$ cat src/rtl/uart_sys_ctrl_if.sv
// Bus bundle between the UART command controller and its RX, register-file, ALU and TX FIFO peers.
// master = controller side, slave = peripheral/environment side.
interface uart_sys_ctrl_if #(
   parameter int DATA_WIDTH = 8,
   parameter int ADDR_WIDTH = 4,
   parameter int FUN_WIDTH  = 4
);
   logic [DATA_WIDTH-1:0]   RX_P_DATA;
   logic                    RX_D_VLD;
   logic [DATA_WIDTH-1:0]   RdData;
   logic                    RdData_Valid;
   logic [2*DATA_WIDTH-1:0] ALU_OUT;
   logic                    ALU_OUT_VLD;
   logic                    FIFO_FULL;
   logic                    WrEn;
   logic                    RdEn;
   logic [ADDR_WIDTH-1:0]   Address;
   logic [DATA_WIDTH-1:0]   WrData;
   logic                    ALU_EN;
   logic [FUN_WIDTH-1:0]    ALU_FUN;
   logic                    CLK_GATE_EN;
   logic [DATA_WIDTH-1:0]   TX_P_DATA;
   logic                    TX_D_VLD;

   modport master (
      input  RX_P_DATA, RX_D_VLD, RdData, RdData_Valid, ALU_OUT, ALU_OUT_VLD, FIFO_FULL,
      output WrEn, RdEn, Address, WrData, ALU_EN, ALU_FUN, CLK_GATE_EN, TX_P_DATA, TX_D_VLD
   );

   modport slave (
      output RX_P_DATA, RX_D_VLD, RdData, RdData_Valid, ALU_OUT, ALU_OUT_VLD, FIFO_FULL,
      input  WrEn, RdEn, Address, WrData, ALU_EN, ALU_FUN, CLK_GATE_EN, TX_P_DATA, TX_D_VLD
   );
endinterface

$ cat src/rtl/uart_sys_ctrl.sv
// UART command controller: decodes received byte frames into register-file and ALU operations
// and streams result bytes into the TX FIFO under FIFO_FULL backpressure.
module uart_sys_ctrl #(
   parameter int DATA_WIDTH = 8,
   parameter int ADDR_WIDTH = 4,
   parameter int FUN_WIDTH  = 4
) (
   input  logic               CLK,
   input  logic               RST,
   uart_sys_ctrl_if.master    bus
);

   localparam logic [DATA_WIDTH-1:0] CMD_WR     = DATA_WIDTH'(8'hAA);
   localparam logic [DATA_WIDTH-1:0] CMD_RD     = DATA_WIDTH'(8'hBB);
   localparam logic [DATA_WIDTH-1:0] CMD_ALU_OP = DATA_WIDTH'(8'hCC);
   localparam logic [DATA_WIDTH-1:0] CMD_ALU_NO = DATA_WIDTH'(8'hDD);

   typedef enum logic [3:0] {
      IDLE, WR_ADDR, WR_DATA, RD_ADDR, RD_WAIT, RD_TX,
      ALU_A, ALU_B, ALU_FUN, ALU_WAIT, TX_LO, TX_HI
   } state_t;

   state_t                  state;
   logic [ADDR_WIDTH-1:0]   addr_q;
   logic [2*DATA_WIDTH-1:0] result_q;
   logic [DATA_WIDTH-1:0]   rd_byte_q;

   always_ff @(posedge CLK or negedge RST) begin
      if (!RST) begin
         state     <= IDLE;
         addr_q    <= '0;
         result_q  <= '0;
         rd_byte_q <= '0;
      end else begin
         case (state)
            IDLE: if (bus.RX_D_VLD) begin
               case (bus.RX_P_DATA)
                  CMD_WR:     state <= WR_ADDR;
                  CMD_RD:     state <= RD_ADDR;
                  CMD_ALU_OP: state <= ALU_A;
                  CMD_ALU_NO: state <= ALU_FUN;
                  default:    state <= IDLE;
               endcase
            end
            WR_ADDR: if (bus.RX_D_VLD) begin
               addr_q <= bus.RX_P_DATA[ADDR_WIDTH-1:0];
               state  <= WR_DATA;
            end
            WR_DATA: if (bus.RX_D_VLD) state <= IDLE;
            RD_ADDR: if (bus.RX_D_VLD) state <= RD_WAIT;
            RD_WAIT: if (bus.RdData_Valid) begin
               rd_byte_q <= bus.RdData;
               state     <= RD_TX;
            end
            RD_TX:   if (!bus.FIFO_FULL) state <= IDLE;
            ALU_A:   if (bus.RX_D_VLD) state <= ALU_B;
            ALU_B:   if (bus.RX_D_VLD) state <= ALU_FUN;
            ALU_FUN: if (bus.RX_D_VLD) state <= ALU_WAIT;
            ALU_WAIT: if (bus.ALU_OUT_VLD) begin
               result_q <= bus.ALU_OUT;
               state    <= TX_LO;
            end
            TX_LO:   if (!bus.FIFO_FULL) state <= TX_HI;
            TX_HI:   if (!bus.FIFO_FULL) state <= IDLE;
            default: state <= IDLE;
         endcase
      end
   end

   // Strobes are decoded combinationally so they coincide with the accepting RX_D_VLD cycle.
   always_comb begin
      bus.WrEn        = 1'b0;
      bus.RdEn        = 1'b0;
      bus.Address     = '0;
      bus.WrData      = '0;
      bus.ALU_EN      = 1'b0;
      bus.ALU_FUN     = '0;
      bus.CLK_GATE_EN = 1'b0;
      bus.TX_P_DATA   = '0;
      bus.TX_D_VLD    = 1'b0;
      case (state)
         WR_DATA: if (bus.RX_D_VLD) begin
            bus.WrEn    = 1'b1;
            bus.Address = addr_q;
            bus.WrData  = bus.RX_P_DATA;
         end
         RD_ADDR: if (bus.RX_D_VLD) begin
            bus.RdEn    = 1'b1;
            bus.Address = bus.RX_P_DATA[ADDR_WIDTH-1:0];
         end
         ALU_A: if (bus.RX_D_VLD) begin
            bus.WrEn    = 1'b1;
            bus.Address = ADDR_WIDTH'(0);
            bus.WrData  = bus.RX_P_DATA;
         end
         ALU_B: if (bus.RX_D_VLD) begin
            bus.WrEn    = 1'b1;
            bus.Address = ADDR_WIDTH'(1);
            bus.WrData  = bus.RX_P_DATA;
         end
         ALU_FUN: begin
            bus.CLK_GATE_EN = 1'b1;
            if (bus.RX_D_VLD) begin
               bus.ALU_EN  = 1'b1;
               bus.ALU_FUN = bus.RX_P_DATA[FUN_WIDTH-1:0];
            end
         end
         ALU_WAIT: bus.CLK_GATE_EN = 1'b1;
         RD_TX: begin
            bus.TX_P_DATA = rd_byte_q;
            bus.TX_D_VLD  = !bus.FIFO_FULL;
         end
         TX_LO: begin
            bus.CLK_GATE_EN = 1'b1;
            bus.TX_P_DATA   = result_q[DATA_WIDTH-1:0];
            bus.TX_D_VLD    = !bus.FIFO_FULL;
         end
         TX_HI: begin
            bus.CLK_GATE_EN = 1'b1;
            bus.TX_P_DATA   = result_q[2*DATA_WIDTH-1:DATA_WIDTH];
            bus.TX_D_VLD    = !bus.FIFO_FULL;
         end
         default: ;
      endcase
   end

endmodule

$ cat src/flat_wrapper.sv
// flat-port wrapper written by rule: the top's interface ports become plain ports
module uart_sys_ctrl_flat 
#(
   parameter int DATA_WIDTH = 8,
   parameter int ADDR_WIDTH = 4,
   parameter int FUN_WIDTH  = 4
)
  (CLK, RST, bus_RX_P_DATA, bus_RX_D_VLD, bus_RdData, bus_RdData_Valid, bus_ALU_OUT, bus_ALU_OUT_VLD, bus_FIFO_FULL, bus_WrEn, bus_RdEn, bus_Address, bus_WrData, bus_ALU_EN, bus_ALU_FUN, bus_CLK_GATE_EN, bus_TX_P_DATA, bus_TX_D_VLD);
  uart_sys_ctrl_if #(.DATA_WIDTH(DATA_WIDTH), .ADDR_WIDTH(ADDR_WIDTH), .FUN_WIDTH(FUN_WIDTH)) bus_i ();
  input  logic CLK;
  input  logic RST;
  input wire logic [$bits(bus_i.RX_P_DATA)-1:0] bus_RX_P_DATA;
  input wire logic [$bits(bus_i.RX_D_VLD)-1:0] bus_RX_D_VLD;
  input wire logic [$bits(bus_i.RdData)-1:0] bus_RdData;
  input wire logic [$bits(bus_i.RdData_Valid)-1:0] bus_RdData_Valid;
  input wire logic [$bits(bus_i.ALU_OUT)-1:0] bus_ALU_OUT;
  input wire logic [$bits(bus_i.ALU_OUT_VLD)-1:0] bus_ALU_OUT_VLD;
  input wire logic [$bits(bus_i.FIFO_FULL)-1:0] bus_FIFO_FULL;
  output wire logic [$bits(bus_i.WrEn)-1:0] bus_WrEn;
  output wire logic [$bits(bus_i.RdEn)-1:0] bus_RdEn;
  output wire logic [$bits(bus_i.Address)-1:0] bus_Address;
  output wire logic [$bits(bus_i.WrData)-1:0] bus_WrData;
  output wire logic [$bits(bus_i.ALU_EN)-1:0] bus_ALU_EN;
  output wire logic [$bits(bus_i.ALU_FUN)-1:0] bus_ALU_FUN;
  output wire logic [$bits(bus_i.CLK_GATE_EN)-1:0] bus_CLK_GATE_EN;
  output wire logic [$bits(bus_i.TX_P_DATA)-1:0] bus_TX_P_DATA;
  output wire logic [$bits(bus_i.TX_D_VLD)-1:0] bus_TX_D_VLD;
  assign bus_i.RX_P_DATA = bus_RX_P_DATA;
  assign bus_i.RX_D_VLD = bus_RX_D_VLD;
  assign bus_i.RdData = bus_RdData;
  assign bus_i.RdData_Valid = bus_RdData_Valid;
  assign bus_i.ALU_OUT = bus_ALU_OUT;
  assign bus_i.ALU_OUT_VLD = bus_ALU_OUT_VLD;
  assign bus_i.FIFO_FULL = bus_FIFO_FULL;
  assign bus_WrEn = bus_i.WrEn;
  assign bus_RdEn = bus_i.RdEn;
  assign bus_Address = bus_i.Address;
  assign bus_WrData = bus_i.WrData;
  assign bus_ALU_EN = bus_i.ALU_EN;
  assign bus_ALU_FUN = bus_i.ALU_FUN;
  assign bus_CLK_GATE_EN = bus_i.CLK_GATE_EN;
  assign bus_TX_P_DATA = bus_i.TX_P_DATA;
  assign bus_TX_D_VLD = bus_i.TX_D_VLD;
  uart_sys_ctrl #(.DATA_WIDTH(DATA_WIDTH), .ADDR_WIDTH(ADDR_WIDTH), .FUN_WIDTH(FUN_WIDTH)) u_core (.CLK(CLK), .RST(RST), .bus(bus_i));
endmodule
$ cat config.mk
export PLATFORM = sky130hd
export DESIGN_NAME = uart_sys_ctrl_flat
export DESIGN_NICKNAME = d
export VERILOG_FILES = /design/src/rtl/uart_sys_ctrl_if.sv /design/src/rtl/uart_sys_ctrl.sv /design/src/flat_wrapper.sv
export SDC_FILE = /design/constraint.sdc
export NUM_CORES = 1
export LEC_CHECK = 0
export ABC_CLOCK_PERIOD_IN_PS = 3400
export BUFFER_PORTS_ARGS = -buffer_cell sky130_fd_sc_hd__buf_2
export CORE_MARGIN = 4
export CORE_UTILIZATION = 50
export DETAILED_ROUTE_END_ITERATION = 7
export GPL_TIMING_DRIVEN = 0
export PLACE_DENSITY = 0.79
export SETUP_SLACK_MARGIN = 0.15
export SLEW_MARGIN = 20
export SYNTH_ARGS = -nofsm -noshare
export SYNTH_HDL_FRONTEND = slang
export SYNTH_SLANG_ARGS = --single-unit
$ cat constraint.sdc
create_clock -name CLK -period 3.4 [get_ports CLK]
set_clock_uncertainty 0.05 [all_clocks]
set_input_delay 0.51 -clock CLK [delete_from_list [all_inputs] [get_ports CLK]]
set_output_delay 0.51 -clock CLK [all_outputs]
set_load 0.02 [all_outputs]
Word level (Yosys, flattened, before mapping):

Cells that the tools add are included.

* register bits after elaboration: 32
* latch bits: 0
* ROM bits: 0
* input port bits: 38
* output and inout port bits: 29
* bits in writable memories: 0
* memories: 0

* $add $sub $neg: 0
* reduce and logical (&&, ||, !) cells: 10
* shift-type cells: 0
* divide/modulo/power cells: 0
* multipliers: 0
* bitwise operators: 0
* $lt $le $gt $ge: 0
* eq/ne operators: 26
* multiplexer cells: 27

Operators by type and width (number)
* $mux 4: 14
* $pmux 4 s11: 1
* $eq 8x8->1 const B: 4
* $pmux 8 s3: 1
* $ne 2x2->1 const B: 11
* $eq 4x3->1 const B: 4
* $eq 4x4->1 const B: 4
* $mux 8: 2
* $pmux 4 s4: 1
* $pmux 4 s3: 1
* $reduce_and 11->1: 1
* $eq 4x2->1 const B: 2
* $mux 1: 7
* $reduce_and 2->1: 3
* $reduce_or 3->1: 2
* $eq 4x1->1 const B: 1
* $logic_not 4->1: 1
* $reduce_or 4->1: 1
* $reduce_or 2->1: 1
* $logic_not 1->1: 1

Longest topological paths before layout:

Gate-level depths: netlist of run 1.

* word-level depth: 4
* gate-level depth with buffers: 7

Least setup slack after synthesis of run 1:

OpenSTA, ideal clock, no wires.

* path kind: register -> output
* start: register u_core.state[3]
* end: output port bus_WrData[0]
* arrival: 1.664 ns
* setup slack: 1.176 ns
* required time: 2.840 ns
* stages on the path, launching flop included: 6
* path through: dfrtp_1 > buf_2 > nor2b_1 > nand2_1 > a21oi_1 > and2_1

* word-level cells in the longest chain between the ends: 3
* elaborated cells on any way between the ends: 5

RTL lines
* from (decl): RTL line uart_sys_ctrl.sv:23 `state_t state;`
* from (signal assigned): RTL line uart_sys_ctrl.sv:30 `state <= IDLE;`
* from (signal assigned): RTL line uart_sys_ctrl.sv:38 `CMD_WR: state <= WR_ADDR;`
* from (signal assigned): RTL line uart_sys_ctrl.sv:39 `CMD_RD: state <= RD_ADDR;`
* $eq 4x2->1 or $eq 4x3->1 (tied branches): RTL line uart_sys_ctrl.sv:81 `case (state)`
* $reduce_or 3->1 (no line) *
* $mux 8 *
* to (decl): RTL line flat_wrapper.sv:22 `output wire logic [$bits(bus_i.WrData)-1:0] bus_WrData;`

Every way passes the cells marked *; elsewhere a longest branch is shown, timed or not.

Worst setup path in the final report of run 1:

* start: register u_core.state[3]
* end: output port bus_TX_P_DATA[5]

* word-level cells in the longest chain between the ends: 2
* elaborated cells on any way between the ends: 4

RTL lines
* $eq 4x4->1 or $eq 4x3->1 (tied branches): RTL line uart_sys_ctrl.sv:81
* $pmux 8 s3 *: RTL line uart_sys_ctrl.sv:81
* to (decl): RTL line flat_wrapper.sv:26 `output wire logic [$bits(bus_i.TX_P_DATA)-1:0] bus_TX_P_DATA;`

Marks and branches as above.

==> results of run 1 <==
[final timing paths]
kind                       cells past startpoint                           start  slack (ns)                              end
setup / recovery                               7     u_core.state[3]$_DFFE_PN0P_        0.82                 bus_TX_P_DATA[5]
hold / removal                                 1                             RST        0.22   u_core.result_q[0]$_DFFE_PN0P_
setup reg to reg                               7     u_core.state[1]$_DFFE_PN0P_        1.58      u_core.state[3]$_DFFE_PN0P_
hold reg to reg                                1  u_core.result_q[5]$_DFFE_PN0P_        0.45   u_core.result_q[5]$_DFFE_PN0P_
max in group asynchronous                      1                             RST        2.64  u_core.result_q[11]$_DFFE_PN0P_
min in group CLK                               2                  bus_ALU_OUT[6]        0.39   u_core.result_q[6]$_DFFE_PN0P_
[cells by family after synthesis]
| logic type | count (synthesis) |
|---|---|
| flops | 32 |
| compound gates | 32 |
| mux | 32 |
| simple gates | 52 |
| buf+inv | 23 |
[synth_stat cells (all sizes together) (2+ instances only)]
cell     n
mux2i    4
inv     12
nand2    2
and4bb   3
dfrtp   32
a21oi    7
a31oi    2
nor2b    7
nor3     2
and3     3
mux2    28
nor2    12
and2    14
a222oi   8
o22ai    2
nand3    5
clkbuf   3
buf      8
o21ai    8
[through the flow]
| stage | setup slack, ns | area (sq um) | total power [uW] | hold WS [ns] | std cells |
|---|---|---|---|---|---|
| 6_report | 0.8169 | 2360 | 1939 | 0.2170 | 291 |
| 5_1_grt | 0.6194 | 2360 | 2062 | 0.2709 | 291 |
| 4_1_cts | 0.8307 | 2360 | 1941 | 0.2329 | 291 |
| 3_5_place_dp | 1.072 | 2252 | 1574 | 0.4341 | 283 |
| 3_3_place_gp | 1.082 | 2252 | 1547 | 0.4268 | 283 |
| 2_1_floorplan | 1.176 | 1864 | 1339 | 0.1644 | 171 |
[critical path, cell delays in order (launching register included)]
cell and delay [ns]:
dfrtp_1 0.40, nor2b_1 0.14, buf_4 0.16, and3_1 0.18, clkbuf_1 0.21, a222oi_1 0.39, inv_1 0.09, buf_2 0.17
[cell type report]
type,count,share of cell area
Buffer,11,0.03181
Clock buffer,6,0.03075
Clock inverter,2,0.01485
Inverter,12,0.01909
Multi-Input combinational cell,116,0.3998
Sequential cell,32,0.3393
Tap cell,46,0.02439
Timing Repair Buffer,66,0.1400
[routing by layer]
layer  wire length (microns)  GRT usage
met3                     247    0.04215
met5                       0          0
met4                      44    0.06941
met1                    1999     0.2493
met2                    2330     0.3178
[state kept, by name (all words and copies together) (netlist names)]
register and flops:
u_core.addr_q 4, u_core.rd_byte_q 8, u_core.result_q 16, u_core.state 4
[power by group]
part           internal [uW]  leakage [uW]  total [uW]  switching (uW)
sequential               557      0.000406         651            94.1
combinational            415      0.000781         928             514
clock                    217     0.0000552         359             142
==> flow_summary_export.csv, run 1 <==
group,metric,value,unit
run_status,outcome,"finished, final reports clean",
logic_synthesis,syn-cell-area,1864,sq um
cts,cts.sinks,32,
setup_path,crit_arrival,2.02,ns
logic_synthesis,synth_top_family_by_area,"multiplexers",
global_route,grt_max_degree,33,
logic_synthesis,async_flop_share,1.000,
route,wl_per_cell,15.88,microns
pwr,ir_worst_vdd,0.4011,mV
route,vias,1607,
logic_synthesis,synth_edf_count,0,
final_layout,nFillCells,312,
logic_synthesis,netlist.top_cell.by_area,"dfrtp_1",
timing,setup_violations,0,
route,antenna_left,0,
timing,tns,0,ns
global_route,antenna_found_initial,0,
die,core,3468,sq um
logic_synthesis,synth_seq_cells,32,
setup_path,crit_path_end_kind,"output port",
cts,clk_latency,0.28,ns
global_route,grt_usage,0.1931,
global_route,grt_pass1_wl,7514,microns
placed_design,dp_hpwl,3320,microns
die,dieArea,4769,sq um
cts,ctsResizeCount,0,
global_route,grt-ovfl-total,0,
final_layout,ff_latch_area,800.8,sq um
logic_synthesis,yosysUniqueCellTypes,38,
final_layout,final_nets,282,
timing,period_needed,2.583,ns
cts,hold_buffers,0,
min_path,hp-class,"input port to async pin",
logic_synthesis,synth_top_flop_cell,"dfrtp_1",
cts,h-tree-depth,2,
timing,slew_headroom,0.5371,
route,drt_iter0_markers,137,
final_layout,layout_commonest_cell,"buf_2",
cts,cts_root_buf,"clkbuf_8",
final_layout,multiInputGateArea,943.4,sq um
run,drv_cap,0,
die,rows,21,
pwr,powerDensity,821.7,nW/um^2
cts,cts_tree,"built",
die,pin_count,67,
die,initial_core_util,0.5375,
placed_design,place_congestion,0.9066,
logic_synthesis,synth.top_cell.area_share,0.4295,
logic_synthesis,synth-simple-area-share,0.1792,
setup_path,critPathRequiredTime,2.84,ns
route,first_pass_iters,4,
timing,finalHoldViolCount,0,
cts,clockBufferDepth,2,
logic_synthesis,synth_fa_ha_area_frac,0,
cts,post_cts_buffers,0,
logic_synthesis,yosys_warnings,0,
logic_synthesis,yosys-top-cells-area,"dfrtp_1 43%, mux2_2 14%, and2_1 4.7%",
final_layout,fin_util,0.6804,
route,routed_wl,4622,microns
die,die_w,69.06,microns
global_route,grt_pass1_vias,1576,
setup_path,critPathLaunchType,"flip-flop",
logic_synthesis,ys_seq_area_frac,0.4295,
logic_synthesis,synth_xor_xnor_area_share,0,
timing,clock.fmax,387.1,MHz
logic_synthesis,syn-num-nets,209,
die,dieHeight,69.06,microns
setup_path,critPathMaxFanout,8,
cts,clkSlewWorstSetupHoldPaths,0.07,ns
timing,slew_viol_final,0,
setup_path,crit_type,"flip-flop to output port",
logic_synthesis,yosys-mux-area-fraction,0.1906,
pwr,p_leak,0.001242,uW
final_layout,area_growth,26.58,%
final_layout,drive_gt1_frac,0.4694,
timing,rsz0062_at_grt,"false",
route,drc_errors,0,
timing,worst_pin_slew,0.6943,ns
logic_synthesis,synthesis.instances,171,
final_layout,layout_common_cells,"69 x buf_2, 32 x dfrtp_1, 24 x mux2_2",
logic_synthesis,synth_compound_area_frac,0.1362,
route,vias_per_cell,5.522,
final_layout,n_antenna_cell,0,
placed_design,portBuffers,66,
timing,post-route-period-util,0.7597,
cts,cts_buffers,5,
logic_synthesis,avgSynthCellArea,10.90,sq um
No activity file was read; power rests on OpenSTA's default activity.
==> run 2, diff against run 1 <==
ABC_AREA = 1   (was default)
ABC_CLOCK_PERIOD_IN_PS = 2500   (was 3400)
CORE_UTILIZATION = 49   (was 50)
PLACE_DENSITY = 0.78   (was 0.79)
clock period = 2.5 ns   (was 3.4 ns; I/O delays follow)
==> run 2 against run 1 <==
Synthesized area is 0.87% lower. Register-to-register slack worse by 0.60 ns. Final area is 1.5% lower. Worst hold slack worse by 0.13 ns. Largest power group is now registers. Highest routed layer unchanged.
==> flow_summary_export.csv, run 2 <==
group,metric,value,unit
logic_synthesis,synth_xor_xnor_area_share,0,
pwr,ir_worst_vdd,0.4876,mV
timing,period_needed,2.157,ns
final_layout,area_growth,25.73,%
final_layout,layout_common_cells,"83 x nand2_1, 68 x buf_2, 35 x inv_1",
logic_synthesis,synth_most_common_cell,"nand2_1",
placed_design,place_congestion,0.8981,
final_layout,top_regs,"u_core.result_q (16), u_core.rd_byte_q (8)",
timing,tns,0,ns
placed_design,portBuffers,65,
cts,cts.sinks,32,
setup_path,reg2reg_depth,7,
setup_path,crit_type,"flip-flop to output port",
logic_synthesis,synth_fa_ha_area_frac,0,
global_route,grt_pass1_vias,1733,
cts,clockBufferDepth,2,
logic_synthesis,ys_seq_area_frac,0.4333,
cts,clk_latency,0.27,ns
setup_path,r2r_start,"u_core.state[3]$_DFFE_PN0P_",
cts,clkSlewWorstSetupHoldPaths,0.07,ns
final_layout,fin_cells,377,
logic_synthesis,syn-num-nets,294,
die,initial_core_util,0.5048,
route,vias_per_cell,4.825,
logic_synthesis,synth_top_flop_cell,"dfrtp_1",
timing,setup_violations,0,
global_route,antenna_found_initial,0,
pwr,p_leak,0.001346,uW
die,rows,22,
die,core,3661,sq um
placed_design,placed_cells,369,
setup_path,rr_endpoint,"u_core.state[3]$_DFFE_PN0P_",
logic_synthesis,syn-cell-area,1848,sq um
setup_path,regToRegSetupSlack,0.98,ns
timing,finalHoldViolCount,0,
logic_synthesis,synth_edf_count,0,
final_layout,layout_commonest_cell,"nand2_1",
global_route,grt.met3_usage,0.05072,
logic_synthesis,synthesis.instances,256,
cts,cts_tree,"built",
setup_path,path_cells,"nor2_1 > nand4_1 > o211ai_1 > buf_2",
global_route,grt_most_used_layer,"met2",
route,antenna_left,0,
cts,post_cts_buffers,0,
logic_synthesis,synth.top_cell.area_share,0.4333,
cts,cts_buffers,5,
die,pin_count,67,
pwr,powerDensity,828.1,nW/um^2
run,drv_cap,0,
logic_synthesis,yosys-mux-area-fraction,0.04875,
global_route,grt_util_met2,0.3189,
timing,setup_slack,0.3432,ns
route,drt_iter0_markers,80,
timing,worst_pin_slew,0.6877,ns
setup_path,cpPeakStageDelay,0.48,ns
route,vias,1819,
logic_synthesis,synth_seq_cells,32,
logic_synthesis,synth-simple-area-share,0.3196,
logic_synthesis,synth_common_cells,"83 x nand2_1, 35 x inv_1, 32 x dfrtp_1",
global_route,grt_max_degree,33,
logic_synthesis,avgSynthCellArea,7.219,sq um
logic_synthesis,synth_top_family_by_area,"simple AND/OR/NAND/NOR gates",
die,dieHeight,69.41,microns
global_route,grt_usage,0.1864,
die,dieArea,4818,sq um
min_path,hp-class,"input port to async pin",
die,die_w,69.41,microns
timing,clock.fmax,463.7,MHz
logic_synthesis,netlist.top_cell.by_area,"dfrtp_1",
setup_path,cpLargestDelayFamily,"simple AND/OR/NAND/NOR gates",
setup_path,critPathRequiredTime,2.08,ns
setup_path,crit_path_end_kind,"output port",
route,drc_errors,0,
final_layout,drive_gt1_frac,0.2918,
placed_design,dp_hpwl,3425,microns
timing,slew_headroom,0.5415,
cts,ctsResizeCount,0,
timing,slew_viol_final,0,
setup_path,critPathLaunchType,"flip-flop",
cts,cts_root_buf,"clkbuf_8",
route,first_pass_iters,4,
setup_path,critPathMaxFanout,7,
setup_path,critical_path_buf_inv_count,1,
final_layout,regMostFlops,"u_core.result_q",
cts,h-tree-depth,2,
route,wl_per_cell,11.51,microns
timing,rsz0062_at_grt,"false",
logic_synthesis,yosys-top-cells-area,"dfrtp_1 43%, nand2_1 17%, inv_1 7.1%",
timing,whs,0.08402,ns
global_route,met1_usage,0.2262,
setup_path,crit_arrival,1.73,ns
route,routed_wl,4338,microns
logic_synthesis,async_flop_share,1.000,
final_layout,n_antenna_cell,0,
logic_synthesis,synth_compound_area_frac,0.1029,
cts,hold_buffers,0,
setup_path,slowest_stage,"dfrtp_1",
global_route,grt_pass1_wl,7410,microns
placed_design,pre_cts_ws,0.6279,ns
logic_synthesis,yosys_warnings,0,
final_layout,final_nets,366,
logic_synthesis,yosysUniqueCellTypes,23,
final_layout,largest_register_ff_count,16,
timing,post-route-period-util,0.8627,
global_route,grt-ovfl-total,0,
run_status,outcome,"finished, final reports clean",
-- run 2: cell count changes after synthesis, moves of 4 or more --
cell | before | now
nand2_1 | 2 | 83
inv_1 | 12 | 35
mux2_2 | 24 | 8
nand3_1 | 3 | 18
and2_1 | 14 | 0
nor2_1 | 10 | 23
o21ai_1 | 1 | 12
o21ai_0 | 7 | 17
a222oi_1 | 8 | 0
nor2b_1 | 7 | 0
mux2_1 | 4 | 0
mux2i_1 | 4 | 0
-- run 2: metrics by stage --
step / instance area (sq um) / total power [uW] / util
after CTS: 2323 / 1943 / 0.6347
after global placement: 2233 / 1521 / 0.6100
after detailed placement: 2233 / 1540 / 0.6100
final: 2323 / 1924 / 0.6347
after floorplan: 1848 / 1342 / -
after global routing: 2323 / 2074 / 0.6347
-- run 2: metal layers --
layer / vias up / share of wire
met5: - / 0
met4: 0 / 0.016
met3: 10 / 0.080
met2: 68 / 0.49
met1: 791 / 0.42
li1: 950 / -
-- run 2: area by class of cell --
| cell class | instances | area [sq um] |
|---|---|---|
| multi-input combinational | 180 | 870.8 |
| timing repair buffer | 65 | 325.3 |
| clock buffer | 8 | 90.09 |
| fill | 364 | 1338 |
| sequential | 32 | 800.8 |
| tap | 48 | 60.06 |
| inverter | 38 | 142.6 |
| buffer | 6 | 33.78 |
-- run 2: cell families (layout without fill, tap and decap cells) --
family | count (synthesis) | after routing
and+or+nand+nor | 136 | 136
buffers and inverters | 44 | 117
AOI/OAI and AO/OA | 36 | 36
DFF | 32 | 32
muxes | 8 | 8
-- run 2: how the worst max path moves through the flow --
stage	from	to	slack, ns	cells after the start
floorplan	u_core.state[3]$_DFFE_PN0P_	bus_Address[1]	0.69	3
global route	u_core.state[0]$_DFFE_PN0P_	bus_TX_P_DATA[1]	0.18	8
CTS	u_core.state[2]$_DFFE_PN0P_	bus_TX_P_DATA[7]	0.32	6
global placement	u_core.state[3]$_DFFE_PN0P_	bus_Address[0]	0.61	4
finish	u_core.state[3]$_DFFE_PN0P_	bus_Address[0]	0.34	4
detailed placement	u_core.state[2]$_DFFE_PN0P_	bus_TX_P_DATA[7]	0.63	6
-- run 2: power by group --
part | leakage, uW | switching [uW] | total [uW] | internal (uW)
Clock | 0.0000455 | 173 | 397 | 224
Combinational | 0.000879 | 414 | 677 | 263
Sequential | 0.000421 | 129 | 849 | 720
Total | 0.00135 | 717 | 1920 | 1210
==> run 3, diff against run 2 <==
GPL_TIMING_DRIVEN = default   (was 0)
==> run 3 against run 2 <==
Cell count down 1.6%. Fmax fell by 1.8%. Largest power group unchanged. Non-clock buffer count down 5. Critical path type unchanged. Core utilization fell by 0.62 points. Critical path depth increased by 2. First-iteration DRC count grew 20%. Worst setup slack got worse by 0.039 ns. Worst hold slack gained 0.0079 ns. Flip-flop and latch count unchanged. Total power up 0.38%. Count of clock-buffer cells in the layout shrank 1. Via count is 0.93% lower.
==> flow_summary_export.csv, run 3 (synthesis gave the netlist of run 2 again) <==
group,metric,value,unit
setup_path,slowest_stage,"dfrtp_1",
setup_path,cp_common_cell,"nand3_1",
placed_design,pre_cts_ws,0.5874,ns
die,dieHeight,69.41,microns
final_layout,layout_commonest_cell,"nand2_1",
timing,finalHoldViolCount,0,
setup_path,crit_arrival,1.77,ns
timing,worst_pin_slew,0.6957,ns
global_route,grt_pass1_wl,7093,microns
route,drc_errors,0,
min_path,hp-class,"input port to async pin",
run_status,outcome,"finished, final reports clean",
route,first_pass_iters,4,
cts,h-tree-depth,2,
final_layout,area_growth,24.51,%
pwr,ir_worst_vdd,0.5446,mV
route,vias_per_cell,4.857,
setup_path,critical_path_buf_inv_count,2,
timing,tns,0,ns
timing,slew_headroom,0.5362,
final_layout,regMostFlops,"u_core.result_q",
setup_path,cpLargestDelayFamily,"simple AND/OR/NAND/NOR gates",
cts,cts_root_buf,"clkbuf_8",
timing,clock.fmax,455.3,MHz
setup_path,r2r_start,"u_core.state[0]$_DFFE_PN0P_",
die,rows,22,
timing,post-route-period-util,0.8785,
pwr,p_leak,0.001336,uW
die,pin_count,67,
route,drt_iter0_markers,96,
cts,post_cts_buffers,0,
timing,slew_viol_final,0,
final_layout,drive_gt1_frac,0.2879,
cts,cts_tree,"built",
setup_path,critPathRequiredTime,2.08,ns
timing,period_needed,2.196,ns
setup_path,critPathMaxFanout,9,
global_route,grt_max_degree,33,
timing,setup_violations,0,
placed_design,place_congestion,0.9048,
timing,setup_slack,0.3038,ns
global_route,grt-ovfl-total,0,
global_route,grt_usage,0.1813,
cts,clockBufferDepth,2,
route,vias,1802,
global_route,antenna_found_initial,0,
die,core,3661,sq um
placed_design,portBuffers,66,
timing,rsz0062_at_grt,"false",
setup_path,path_cells,"inv_2 > nand3_1 > nor2_2 > nand2_1 > nand3_1 > buf_2",
setup_path,reg2reg_depth,4,
final_layout,top_regs,"u_core.result_q (16), u_core.rd_byte_q (8)",
placed_design,dp_hpwl,3331,microns
setup_path,critPathLaunchType,"flip-flop",
setup_path,rr_endpoint,"u_core.result_q[15]$_DFFE_PN0P_",
final_layout,nFillCells,339,
die,dieArea,4818,sq um
run,drv_cap,0,
final_layout,largest_register_ff_count,16,
setup_path,crit_type,"flip-flop to output port",
final_layout,final_nets,361,
setup_path,crit_path_end_kind,"output port",
cts,cts.sinks,32,
cts,hold_buffers,0,
setup_path,cpPeakStageDelay,0.46,ns
cts,clk_latency,0.28,ns
die,initial_core_util,0.5048,
route,wl_per_cell,11.46,microns
final_layout,n_antenna_cell,0,
route,routed_wl,4253,microns
final_layout,layout_common_cells,"83 x nand2_1, 66 x buf_2, 35 x inv_1",
route,antenna_left,0,
setup_path,regToRegSetupSlack,0.67,ns
cts,ctsResizeCount,0,
global_route,grt_pass1_vias,1656,
cts,clkSlewWorstSetupHoldPaths,0.06,ns
pwr,powerDensity,839.4,nW/um^2
final_layout,fin_util,0.6285,
cts,cts_buffers,5,
die,die_w,69.41,microns
-- run 3: cell count changes in the layout (fill, tap and decap cells not counted), sizes merged --
cell / previous run / this run
buf: 70 / 66
clkbuf: 9 / 7
-- run 3: worst max path at each step --
| stage | from | end | slack [ns] | depth (start not counted) |
|---|---|---|---|---|
| global route | u_core.state[0]$_DFFE_PN0P_ | bus_TX_P_DATA[3] | 0.15 | 7 |
| finish | u_core.state[2]$_DFFE_PN0P_ | bus_TX_P_DATA[7] | 0.30 | 6 |
| CTS | u_core.state[2]$_DFFE_PN0P_ | bus_TX_P_DATA[7] | 0.28 | 6 |
| floorplan | u_core.state[3]$_DFFE_PN0P_ | bus_Address[1] | 0.69 | 3 |
| global placement | u_core.state[1]$_DFFE_PN0P_ | bus_TX_P_DATA[7] | 0.59 | 5 |
| detailed placement | u_core.state[2]$_DFFE_PN0P_ | bus_TX_P_DATA[7] | 0.59 | 6 |
-- run 3: stage by stage --
stage | total power (uW) | hold WS [ns] | cell area, sq um | cells
6_report | 1931 | 0.09190 | 2301 | 371
2_1_floorplan | 1342 | 0.02941 | 1848 | 256
3_5_place_dp | 1525 | 0.4102 | 2205 | 364
3_3_place_gp | 1511 | 0.4173 | 2205 | 364
4_1_cts | 1946 | 0.1090 | 2301 | 371
5_1_grt | 2086 | 0.1364 | 2301 | 371
-- run 3: final cells by class --
class                      instances  area (sq um)  share of cell area
multi-input combinational        180         870.8              0.3785
sequential                        32         800.8              0.3480
timing repair buffer              66         330.3              0.1436
inverter                          38         142.6             0.06199
clock buffer                       7         96.34             0.04187
tap                               48         60.06             0.02610
-- run 3: power breakdown --
group	switching, uW	total, uW	internal, uW
Clock	172	417	245
Combinational	397	650	252
Sequential	144	865	721
Total	714	1930	1220
-- run 3: layer usage --
layer,GRT usage,routed length [microns],vias up
met4,0.06074,70,0
met2,0.3019,1955,64
met1,0.2166,1887,796
met3,0.06522,340,7
met5,0,0,-
li1,-,-,935
